[src/rtl/rf_operand_fetch.sv]
// rf_operand_fetch: issue-side RFile initiator with busy scoreboard, RAW/WAW/capacity stalls and a one-entry EX slot
// Ports: Clk/reset (async active-low); id_* decoded-instruction handshake; ex_* EX slot;
//   wb_* writeback (always accepted); RegA/RegB/dataA/dataB RFile reads; RFwrite/RegW/dataW RFile write;
//   pending_cnt busy-register count; wb_err sticky writeback-to-idle error.
// Build option: RF_OPFETCH_FORWARD_EN lets a same-cycle writeback satisfy a source hazard.
module rf_operand_fetch #(
  parameter int dataWidth      = 32,
  parameter int AddressWidth   = 5,
  parameter int MaxOutstanding = 4
) (
  input  logic                    Clk,
  input  logic                    reset,
  input  logic                    id_valid,
  output logic                    id_ready,
  input  logic [AddressWidth-1:0] id_rs1,
  input  logic [AddressWidth-1:0] id_rs2,
  input  logic [AddressWidth-1:0] id_rd,
  input  logic                    id_rd_we,
  output logic                    ex_valid,
  input  logic                    ex_ready,
  output logic [dataWidth-1:0]    ex_rs1_data,
  output logic [dataWidth-1:0]    ex_rs2_data,
  output logic [AddressWidth-1:0] ex_rd,
  output logic                    ex_rd_we,
  input  logic                    wb_valid,
  input  logic [AddressWidth-1:0] wb_rd,
  input  logic [dataWidth-1:0]    wb_data,
  output logic [AddressWidth-1:0] RegA,
  output logic [AddressWidth-1:0] RegB,
  input  logic [dataWidth-1:0]    dataA,
  input  logic [dataWidth-1:0]    dataB,
  output logic                    RFwrite,
  output logic [AddressWidth-1:0] RegW,
  output logic [dataWidth-1:0]    dataW,
  output logic [AddressWidth:0]   pending_cnt,
  output logic                    wb_err
);
  localparam int NR = 2 ** AddressWidth;
  localparam logic [AddressWidth:0] MAX_OUT = (AddressWidth + 1)'(MaxOutstanding);
  logic [NR-1:0]           r_busy, w_busy_nxt;
  logic [AddressWidth:0]   r_cnt;
  logic                    r_exv, r_we, r_err;
  logic [dataWidth-1:0]    r_d1, r_d2;
  logic [AddressWidth-1:0] r_rd;
  logic w_slot_free, w_fwd1, w_fwd2, w_haz1, w_haz2, w_we, w_waw, w_cap, w_issue, w_wb_nz, w_inc, w_dec;
  logic [dataWidth-1:0] w_op1, w_op2;
  assign RegA    = id_rs1;
  assign RegB    = id_rs2;
  assign RFwrite = w_wb_nz;
  assign RegW    = wb_rd;
  assign dataW   = wb_data;
  assign w_wb_nz = wb_valid & (wb_rd != '0);
`ifdef RF_OPFETCH_FORWARD_EN
  assign w_fwd1 = wb_valid & (wb_rd == id_rs1);
  assign w_fwd2 = wb_valid & (wb_rd == id_rs2);
  assign w_op1  = (id_rs1 == '0) ? '0 : w_fwd1 ? wb_data : dataA;
  assign w_op2  = (id_rs2 == '0) ? '0 : w_fwd2 ? wb_data : dataB;
`else
  assign w_fwd1 = 1'b0;
  assign w_fwd2 = 1'b0;
  assign w_op1  = (id_rs1 == '0) ? '0 : dataA;
  assign w_op2  = (id_rs2 == '0) ? '0 : dataB;
`endif
  // busy[0] is never set, so x0 sources and destinations never stall
  assign w_haz1      = r_busy[id_rs1] & ~w_fwd1;
  assign w_haz2      = r_busy[id_rs2] & ~w_fwd2;
  assign w_we        = id_rd_we & (id_rd != '0);
  assign w_waw       = w_we & r_busy[id_rd];
  assign w_cap       = w_we & (r_cnt == MAX_OUT);
  assign w_slot_free = ~r_exv | ex_ready;
  assign id_ready    = w_slot_free & ~(w_haz1 | w_haz2 | w_waw | w_cap);
  assign w_issue     = id_valid & id_ready;
  assign w_inc       = w_issue & w_we;
  assign w_dec       = w_wb_nz & r_busy[wb_rd];
  // clear first so an issue-set to the same register wins
  always_comb begin
    w_busy_nxt = r_busy;
    if (w_wb_nz) w_busy_nxt[wb_rd] = 1'b0;
    if (w_inc) w_busy_nxt[id_rd] = 1'b1;
  end
  always_ff @(posedge Clk or negedge reset) begin
    if (!reset) begin
      r_exv  <= 1'b0;
      r_d1   <= '0;
      r_d2   <= '0;
      r_rd   <= '0;
      r_we   <= 1'b0;
      r_busy <= '0;
      r_cnt  <= '0;
      r_err  <= 1'b0;
    end else begin
      if (w_issue) begin
        r_exv <= 1'b1;
        r_d1  <= w_op1;
        r_d2  <= w_op2;
        r_rd  <= id_rd;
        r_we  <= w_we;
      end else if (ex_ready) r_exv <= 1'b0;
      if (w_wb_nz & ~r_busy[wb_rd]) r_err <= 1'b1;
      r_busy <= w_busy_nxt;
      r_cnt  <= r_cnt + (AddressWidth + 1)'(w_inc) - (AddressWidth + 1)'(w_dec);
    end
  end
  assign ex_valid    = r_exv;
  assign ex_rs1_data = r_d1;
  assign ex_rs2_data = r_d2;
  assign ex_rd       = r_rd;
  assign ex_rd_we    = r_we;
  assign pending_cnt = r_cnt;
  assign wb_err      = r_err;
endmodule

[config.mk]
export PLATFORM = sky130hd
export DESIGN_NAME = rf_operand_fetch
export DESIGN_NICKNAME = d
export VERILOG_FILES = /design/src/rtl/rf_operand_fetch.sv
export SDC_FILE = /design/constraint.sdc
export NUM_CORES = 1
export LEC_CHECK = 0
export BUFFER_PORTS_ARGS = -buffer_cell sky130_fd_sc_hd__buf_2
export CAP_MARGIN = 20
export CORE_AREA = 8 8 156 158
export CTS_BUF_LIST = sky130_fd_sc_hd__clkbuf_4 sky130_fd_sc_hd__clkbuf_8 sky130_fd_sc_hd__clkbuf_16
export CTS_CLUSTER_DIAMETER = 30
export DETAILED_ROUTE_END_ITERATION = 8
export DIE_AREA = 0 0 164 166
export GPL_ROUTABILITY_DRIVEN = 1
export PLACE_DENSITY = 0.59
export SKIP_CTS_REPAIR_TIMING = 1
export SLEW_MARGIN = 15
export SYNTH_ARGS = -nofsm -noshare
export SYNTH_HDL_FRONTEND = slang
export SYNTH_SLANG_ARGS = --single-unit
[constraint.sdc]
create_clock -name Clk -period 4.9 [get_ports Clk]
set_clock_uncertainty 0.15 [all_clocks]
set_input_delay 0.735 -clock Clk [delete_from_list [all_inputs] [get_ports Clk]]
set_output_delay 0.735 -clock Clk [all_outputs]
set_load 0.05 [all_outputs]
==> reports/summary.md, run 1 <==
The part of the power in the clock network is 0.191. Setup repair after global routing left no endpoint under its margin. Synthesis instantiated 45 different standard cells from the library. For this run, the slowest stage of the critical path takes 0.55 ns. The cell type group with the largest total delay on the critical path was multiplexers. Adding up every negative setup slack in the final design gives 0 ns. For this design, the sink count on the clock tree is 110. The fraction of final layout cells with drive strength greater than 1 is 0.344, and the final antenna-violating net count is 0. The maximum fanout count along the critical path was 10. In this run the worst hold path is classified as input pin to asynchronous set/reset pin.

Buffer cell driving the clock tree root: sky130_fd_sc_hd__clkbuf_16. The initial standard-cell utilization of the core is 0.292. Cell-internal power: 0.00202 W.

The cell area after placement is 7250 sq um, and the floorplan die width is 164 um. At the placement stage, the worst setup path has a slack of 0.309 ns. Number of antenna violations at the first check in global routing: 1.

The number of placed cells counting well taps was 1005. For the pin with the worst max-slew slack, the measured transition is 0.872 ns. The number of levels the H-tree was split into is 3.

The run finished with clean final reports. The logs give 53 for the maximum number of pins on one net before global-route repair and 0.000212 V for the maximum ir drop on the vdd rail. The endpoint of the worst register-to-register path is pending_cnt[4].

The power per unit of standard cell area works out to 509 nW/um^2. Buffers inserted during clock tree synthesis total 9. For this design the top-level I/O count stands at 249. The flop and latch count out of synthesis works out to 110. In the layout the commonest cells are sky130_fd_sc_hd__buf_2 (183), sky130_fd_sc_hd__dfrtp_1 (110), sky130_fd_sc_hd__inv_1 (80), sky130_fd_sc_hd__mux2i_1 (78), sky130_fd_sc_hd__nand2_1 (74). The depth of the worst register-to-register path is 17, and the final cell count without fillers is 1021.

The share of the clock period used by the worst path after layout works out to 0.863. The type of element capturing the critical path was a flop. The die is 166 um tall. The die covers 27200 sq um. The minimum clock period works out to 4.23 ns.

The routability congestion estimate from global placement came out at 0.861. The overall global routing resource usage came out at 0.139. The number of optimization iterations in the first detailed-route pass was 5; the setup-violating endpoint count in the final report was 0. STA puts the critical path data arrival time at 4.32 ns. Synthesis produced a netlist with a net count of 741.

In the routed design, unresolved DRC markers number 0. After global routing the overflow that remains totals 0. For the total wirelength of the detailed-routed design, the log shows 18.8 mm. The critical setup path kind was input pin to flop. The first global-routing pass estimated 29.5 mm of wire. The max-cap check violation count was 0. The reg2reg setup slack came out at 0.94 ns.

The Yosys warning count came out at 0. The most common cell after layout, fill and taps aside is sky130_fd_sc_hd__buf_2. After detailed routing, the average wire length per cell comes to 18.5 um. TritonCTS built the clock tree. The clock transition at the registers of the reported paths is 0.08 ns. Counting both buffers and inverters, the worst setup path holds a total of 5. After legalization and detailed placement, the total HPWL measured 13.8 mm. The count of input and output buffers was 184; the power spent charging and discharging nets was 0.00182 W. The cell count after synthesis came out at 611.

The startpoint identified for the worst register-to-register timing path is r_busy[15]. The number of global-route vias before repair came out at 5109. After detailed routing, the number of vias per cell comes to 4.85. The count of endpoints failing hold in the final timing report came out at 0. The switching fraction of total power is 0.474, and the DRC marker count from the first detailed-route iteration is 410. Cell seen most often among critical-path stages: sky130_fd_sc_hd__inv_1.

The overall via count from detail_route is 4950. Predominant post-synthesis flop cell: sky130_fd_sc_hd__dfrtp_1. The worst path required time is 4.99 ns. In this run, synthesis inferred 0 flip-flops with an integrated enable. The fraction of synthesis flops using an asynchronous set or reset pin works out to 1.00. The run gives 0.419 as the relative max-transition margin. The total number of placement rows came out at 55.

The clock latency of the later-clocked register in the worst-skew pair was 0.35 ns; the number of diodes was 0. The part of the power in combinational logic was 0.461; the maximum buffer depth of the clock tree was 2. The signal on the critical path passes through buf_2 -> mux4_2 -> mux2_2 -> a21oi_1 -> o21ai_1 -> a2111oi_2 -> buf_4 -> nand3_4 -> or2_2 -> ha_1 -> inv_1 -> ha_1 -> inv_1 -> fa_1 -> inv_1 -> a21o_1 -> a21oi_1 -> xnor2_1. The floorplan step defined a core boundary enclosing 22100 sq um.

The layout has 2273 filler cells. Element type at the critical path start: an input pin. The finished layout cell area is 7540 sq um. The run gives 0.427 as the share of synthesized area occupied by flip-flops and latches. The net count of the finished layout is 861. The cell area that synthesis handed to floorplanning was 6450 sq um.

Static timing analysis puts the maximum clock frequency at 237 MHz. Compared with the post-synthesis result, the final layout area differs by 16.9%. For this design the static power due to leakage is 4.05 nW. The sequential fraction of design power came out at 0.348.

The slowest stage of the critical path is the sky130_fd_sc_hd__mux4_2 cell. Each instance of the synthesized netlist takes up on average 10.6 sq um. The final worst slack is 0.673 ns. For the max-slew violation total from the final report, the log shows 0.
-- area by class of cell --
cell class	instances	area [sq um]	share of cell area
Multi-Input combinational cell	338	2850	0.379
Sequential cell	110	2750	0.365
Clock inverter	6	51.3	0.00680
Clock buffer	10	233	0.0309
Tap cell	285	357	0.0473
Inverter	80	300	0.0398
Timing Repair Buffer	192	991	0.131
-- worst max-delay path by stage --
stage,from,endpoint,cells after the start
6_report,id_rs2[0],pending_cnt[4],18
5_1_grt,id_rs2[0],pending_cnt[4],18
2_1_floorplan,id_rs2[0],pending_cnt[4],18
3_5_place_dp,id_rs2[0],pending_cnt[4],18
3_3_place_gp,id_rs2[0],pending_cnt[4],18
4_1_cts,id_rs2[0],pending_cnt[4],18
-- stage by stage --
stage / power (W) / util / hold slack, ns
3_3_place_gp: 0.00312 / 0.328 / 0.290
3_5_place_dp: 0.00314 / 0.328 / 0.299
4_1_cts: 0.00389 / 0.341 / 0.264
5_1_grt: 0.00407 / 0.341 / 0.286
2_1_floorplan: 0.00274 / - / 0.289
6_report: 0.00384 / 0.341 / 0.238
-- power groups by stage --
stage	Combinational [W]	Clock, W	Sequential (W)
global placement	0.00177	0	0.00135
finish	0.00177	0.000733	0.00133
floorplan	0.000677	0	0.00206
CTS	0.00180	0.000761	0.00133
detailed placement	0.00180	0	0.00135
global route	0.00189	0.000804	0.00137
-- Yosys cell counts (all sizes together) (4+ instances only) --
cell,number,area share
o41ai,7,0.012
o21ai,35,0.027
a21oi,6,0.0047
nand2,74,0.043
mux2i,78,0.12
inv,80,0.047
nor2b,5,0.0048
nor2,5,0.0029
clkbuf,20,0.012
dfrtp,110,0.43
nand3,8,0.0062
nor3b,5,0.0058
ha,7,0.014
o31ai,24,0.031
o21bai,4,0.0047
mux2,6,0.010
buf,63,0.075
or3b,4,0.0054
mux4,28,0.098
nand3b,10,0.012
-- state kept, by name, indices dropped and copies added, names as in the netlist --
signal / flops
ex_rs2_data: 32
wb_err: 1
ex_rd: 5
pending_cnt: 6
ex_valid: 1
r_busy: 32
ex_rs1_data: 32
ex_rd_we: 1
-- metal layers --
| layer | global-route usage | wire (um) |
|---|---|---|
| met3 | 0.0357 | 1760 |
| met2 | 0.217 | 8950 |
| met5 | 0 | 0 |
| met4 | 0.0502 | 339 |
| met1 | 0.182 | 7800 |
-- kinds of logic (layout without fill, tap and decap cells) --
family | after synthesis | count (layout) | share of synthesized area
buffers and inverters | 163 | 288 | 0.133
AO/OA/AOI/OAI | 89 | 89 | 0.0956
XOR/XNOR | 4 | 4 | 0.00543
flip-flops | 110 | 110 | 0.427
multiplexers | 112 | 112 | 0.229
adder cells (fa/ha/maj) | 8 | 8 | 0.0167
AND/OR/NAND/NOR | 125 | 125 | 0.0935
(Power assumes the default switching activity.)
==> run 2, diff against run 1 <==
--- a/config.mk
+++ b/config.mk
@@ -8,7 +8,7 @@
 export BUFFER_PORTS_ARGS = -buffer_cell sky130_fd_sc_hd__buf_2
 export CAP_MARGIN = 20
 export CORE_AREA = 8 8 156 158
-export CTS_BUF_LIST = sky130_fd_sc_hd__clkbuf_4 sky130_fd_sc_hd__clkbuf_8 sky130_fd_sc_hd__clkbuf_16
+export CTS_BUF_LIST = sky130_fd_sc_hd__clkbuf_16
 export CTS_CLUSTER_DIAMETER = 30
 export DETAILED_ROUTE_END_ITERATION = 8
 export DIE_AREA = 0 0 164 166
==> constraint.sdc (replaced) <==
create_clock -name Clk -period 4.8 [get_ports Clk]
set_clock_uncertainty 0.15 [all_clocks]
set_input_delay 0.72 -clock Clk [delete_from_list [all_inputs] [get_ports Clk]]
set_output_delay 0.72 -clock Clk [all_outputs]
set_load 0.05 [all_outputs]
==> run 2 against run 1 <==
Against the previous run: setup slack got worse by 0.097 ns; largest cell class unchanged; combinational power rose by 2%; routed wire length fell by 0.50%; count of clock-buffer cells in the layout shrank 1; non-clock buffer count is 1 higher; register-to-register slack lost 0.12 ns; flip-flop and latch count unchanged.
==> reports/summary.md, run 2 (same netlist as run 1, synthesis figures left out) <==
The run finished with clean final reports. For this block, the initial DRC count from the detailed router was 286. For the worst setup path, the data arrival time is 4.32 ns. The clock latency of the later-clocked register in the worst-skew pair came out at 0.35 ns. The floorplan step defined a die boundary enclosing 27200 sq um. The final cell utilization of the core was 0.341; the count of unresolved DRC violations after routing was 0. Number of clock sinks seen by CTS: 110. Leaving out fill and tap cells, the most frequent cell in the layout is sky130_fd_sc_hd__buf_2. Type of element capturing the critical path: a flop.

The count of endpoints failing hold in the final timing report came out at 0. Prior to clock tree synthesis, the placed netlist has a worst setup slack of 0.201 ns. Along the worst path, the maximum fanout reaches 10. At the end of the flow, the number of nets in the layout was 862. The max-slew violation total from the final report is 0, and the part of the power in combinational logic is 0.463. Across all setup checks in the final design, the least slack found is 0.575 ns.

The run gives 4.89 ns as the worst path required time. In the final routed layout, each cell accounts on average for 18.3 um. Summed over all cells, the static leakage comes to 4.05 nW.

For this design the ratio of total power to cell area is 517 nW/um^2. The number of global-route vias before repair was 5162; the share of the clock period used by the worst path after layout was 0.880. Switching fraction of total power: 0.474. The first global-routing pass estimated 29.7 mm of wire.

TritonCTS built the clock tree. In this design, the largest share of critical-path delay is due to multiplexers. Depth of the worst register-to-register path: 17. The signal on the critical path passes through buf_2 -> mux4_2 -> mux2_2 -> a21oi_1 -> o21ai_1 -> a2111oi_2 -> buf_4 -> nand3_4 -> or2_2 -> ha_1 -> inv_1 -> ha_1 -> inv_1 -> fa_1 -> inv_1 -> a21o_1 -> a21oi_1 -> xnor2_1. The number of antenna violations at the first check in global routing was 0; the accumulated negative setup slack was 0 ns. The floorplan die width came out at 164 um. The tools report the element type at the critical path start as an input pin.

The cell seen most often among critical-path stages was sky130_fd_sc_hd__inv_1. Critical setup path kind: input pin to flop. The via density per instance came out at 4.81.

The count of buffers added on input and output ports is 184. The maximum number of pins on one net before global-route repair came out at 54. The critical path runs through a total of 18 cells. Once detail routing completed, the nets flagged for antenna violations numbered 0.

The top cell types in the final layout, fill and taps aside, are sky130_fd_sc_hd__buf_2 (183), sky130_fd_sc_hd__dfrtp_1 (110), sky130_fd_sc_hd__inv_1 (80), sky130_fd_sc_hd__mux2i_1 (78), sky130_fd_sc_hd__nand2_1 (74). The number of placed cells counting well taps is 1006, and the clock transition at the registers of the reported paths is 0.08 ns. The clock passes through at most 2 buffers. The tools report the core region area as 22100 sq um. The worst min-delay path class is input pin to asynchronous set/reset pin. The worst register-to-register path has a setup slack of 0.82 ns. The routability congestion estimate from global placement came out at 0.814.

The startpoint identified for the worst register-to-register timing path is r_busy[15]. The run gives 0.349 as the sequential fraction of design power. Number of levels the H-tree was split into: 3.

Based on the critical path, the design can be clocked at up to 237 MHz. The routed design has 18.7 mm of wire. Setup repair after global routing left no endpoint under its margin. Number of optimization iterations in the first detailed-route pass: 5. The die boundary height is 166 um, and the relative max-transition margin is 0.439.

The number of fill cells is 2290. For the number of I/O pins, the log shows 249. The tools report the total number of placement rows as 55.

The tools report the setup-violating endpoint count in the final report as 0. Internal power comes to 0.00205 W. For this run, the slowest stage of the critical path takes 0.55 ns. For the max-cap check violation count, the log shows 0. The worst-case IR drop observed on VDD is 0.000222 V.

The number of antenna diodes in the final layout is 0. For the number of clock buffers inserted by TritonCTS, the log shows 9. The critical-path cell with the highest stage delay is sky130_fd_sc_hd__mux4_2. Relative to the synthesized area, the layout overhead comes to 16.9%. Detailed placement finished with a half-perimeter wire length of 13.7 mm.

The tools report the power spent charging and discharging nets as 0.00185 W. The tools report the critical path startpoint as id_rs2[0]. The smallest clock period supported by the final layout is computed as 4.22 ns. The number of buffer and inverter instances along the worst setup path is 5. Leaving out filler cells and counting taps, the final layout contains 1022. For the pin with the worst max-slew slack, the measured transition is 0.842 ns. The fraction of final layout cells with drive strength greater than 1 was 0.343; the residual overflow from global routing was 0. For the overall global routing resource usage, the log shows 0.139. In this run the clock root is driven by a sky130_fd_sc_hd__clkbuf_16. The logs give 0.292 for the initial standard-cell utilization of the core and 0.188 for the part of the power in the clock network. Overall via count from detail_route: 4913.
-- run 2: per-stage QoR --
stage | area [sq um] | hold slack [ns] | power (W)
after floorplan | 6450 | 0.274 | 0.00279
after CTS | 7540 | 0.184 | 0.00397
after global routing | 7540 | 0.217 | 0.00413
final | 7540 | 0.188 | 0.00390
after detailed placement | 7260 | 0.292 | 0.00321
after global placement | 7250 | 0.290 | 0.00318
-- run 2: routing by layer --
layer,global-route usage,wire length (um),vias to the layer above
met5,0,0,-
met4,0.0680,578,0
met3,0.0327,1570,35
met2,0.214,8570,200
met1,0.181,8030,2385
li1,-,-,2293
-- run 2: final timing paths --
kind | end
max | pending_cnt[4]
min | r_busy[22]
max reg2reg | pending_cnt[4]
min reg2reg | wb_err
max in group asynchronous | ex_rs2_data[17]
min in group Clk | wb_err
-- run 2: layout make-up --
| cell class | count | area [sq um] | area share |
|---|---|---|---|
| multi-input cells | 338 | 2850 | 0.378 |
| flip-flops and latches | 110 | 2750 | 0.365 |
| repair buffers | 193 | 998 | 0.132 |
| well taps | 285 | 357 | 0.0473 |
| inverters | 80 | 300 | 0.0398 |
| clock buffers | 9 | 225 | 0.0299 |
| clock inverters | 7 | 55.1 | 0.00730 |
-- run 2: worst reg2reg max path: cells and delay by family, from the launching register on --
kind,cells,cell delay (ns)
fa+ha+maj,3,0.82
simple gates,2,0.35
mux,2,0.77
xor+xnor,1,0.12
compound gates,5,0.82
flops,1,0.45
buf+inv,4,0.39
-- run 2: power by group through the flow --
stage          combinational (W)  clock (W)  sequential [W]
2_1_floorplan           0.000691          0         0.00210
3_3_place_gp             0.00181          0         0.00137
3_5_place_dp             0.00183          0         0.00137
4_1_cts                  0.00183   0.000770         0.00136
5_1_grt                  0.00194   0.000797         0.00140
6_report                 0.00181   0.000734         0.00136
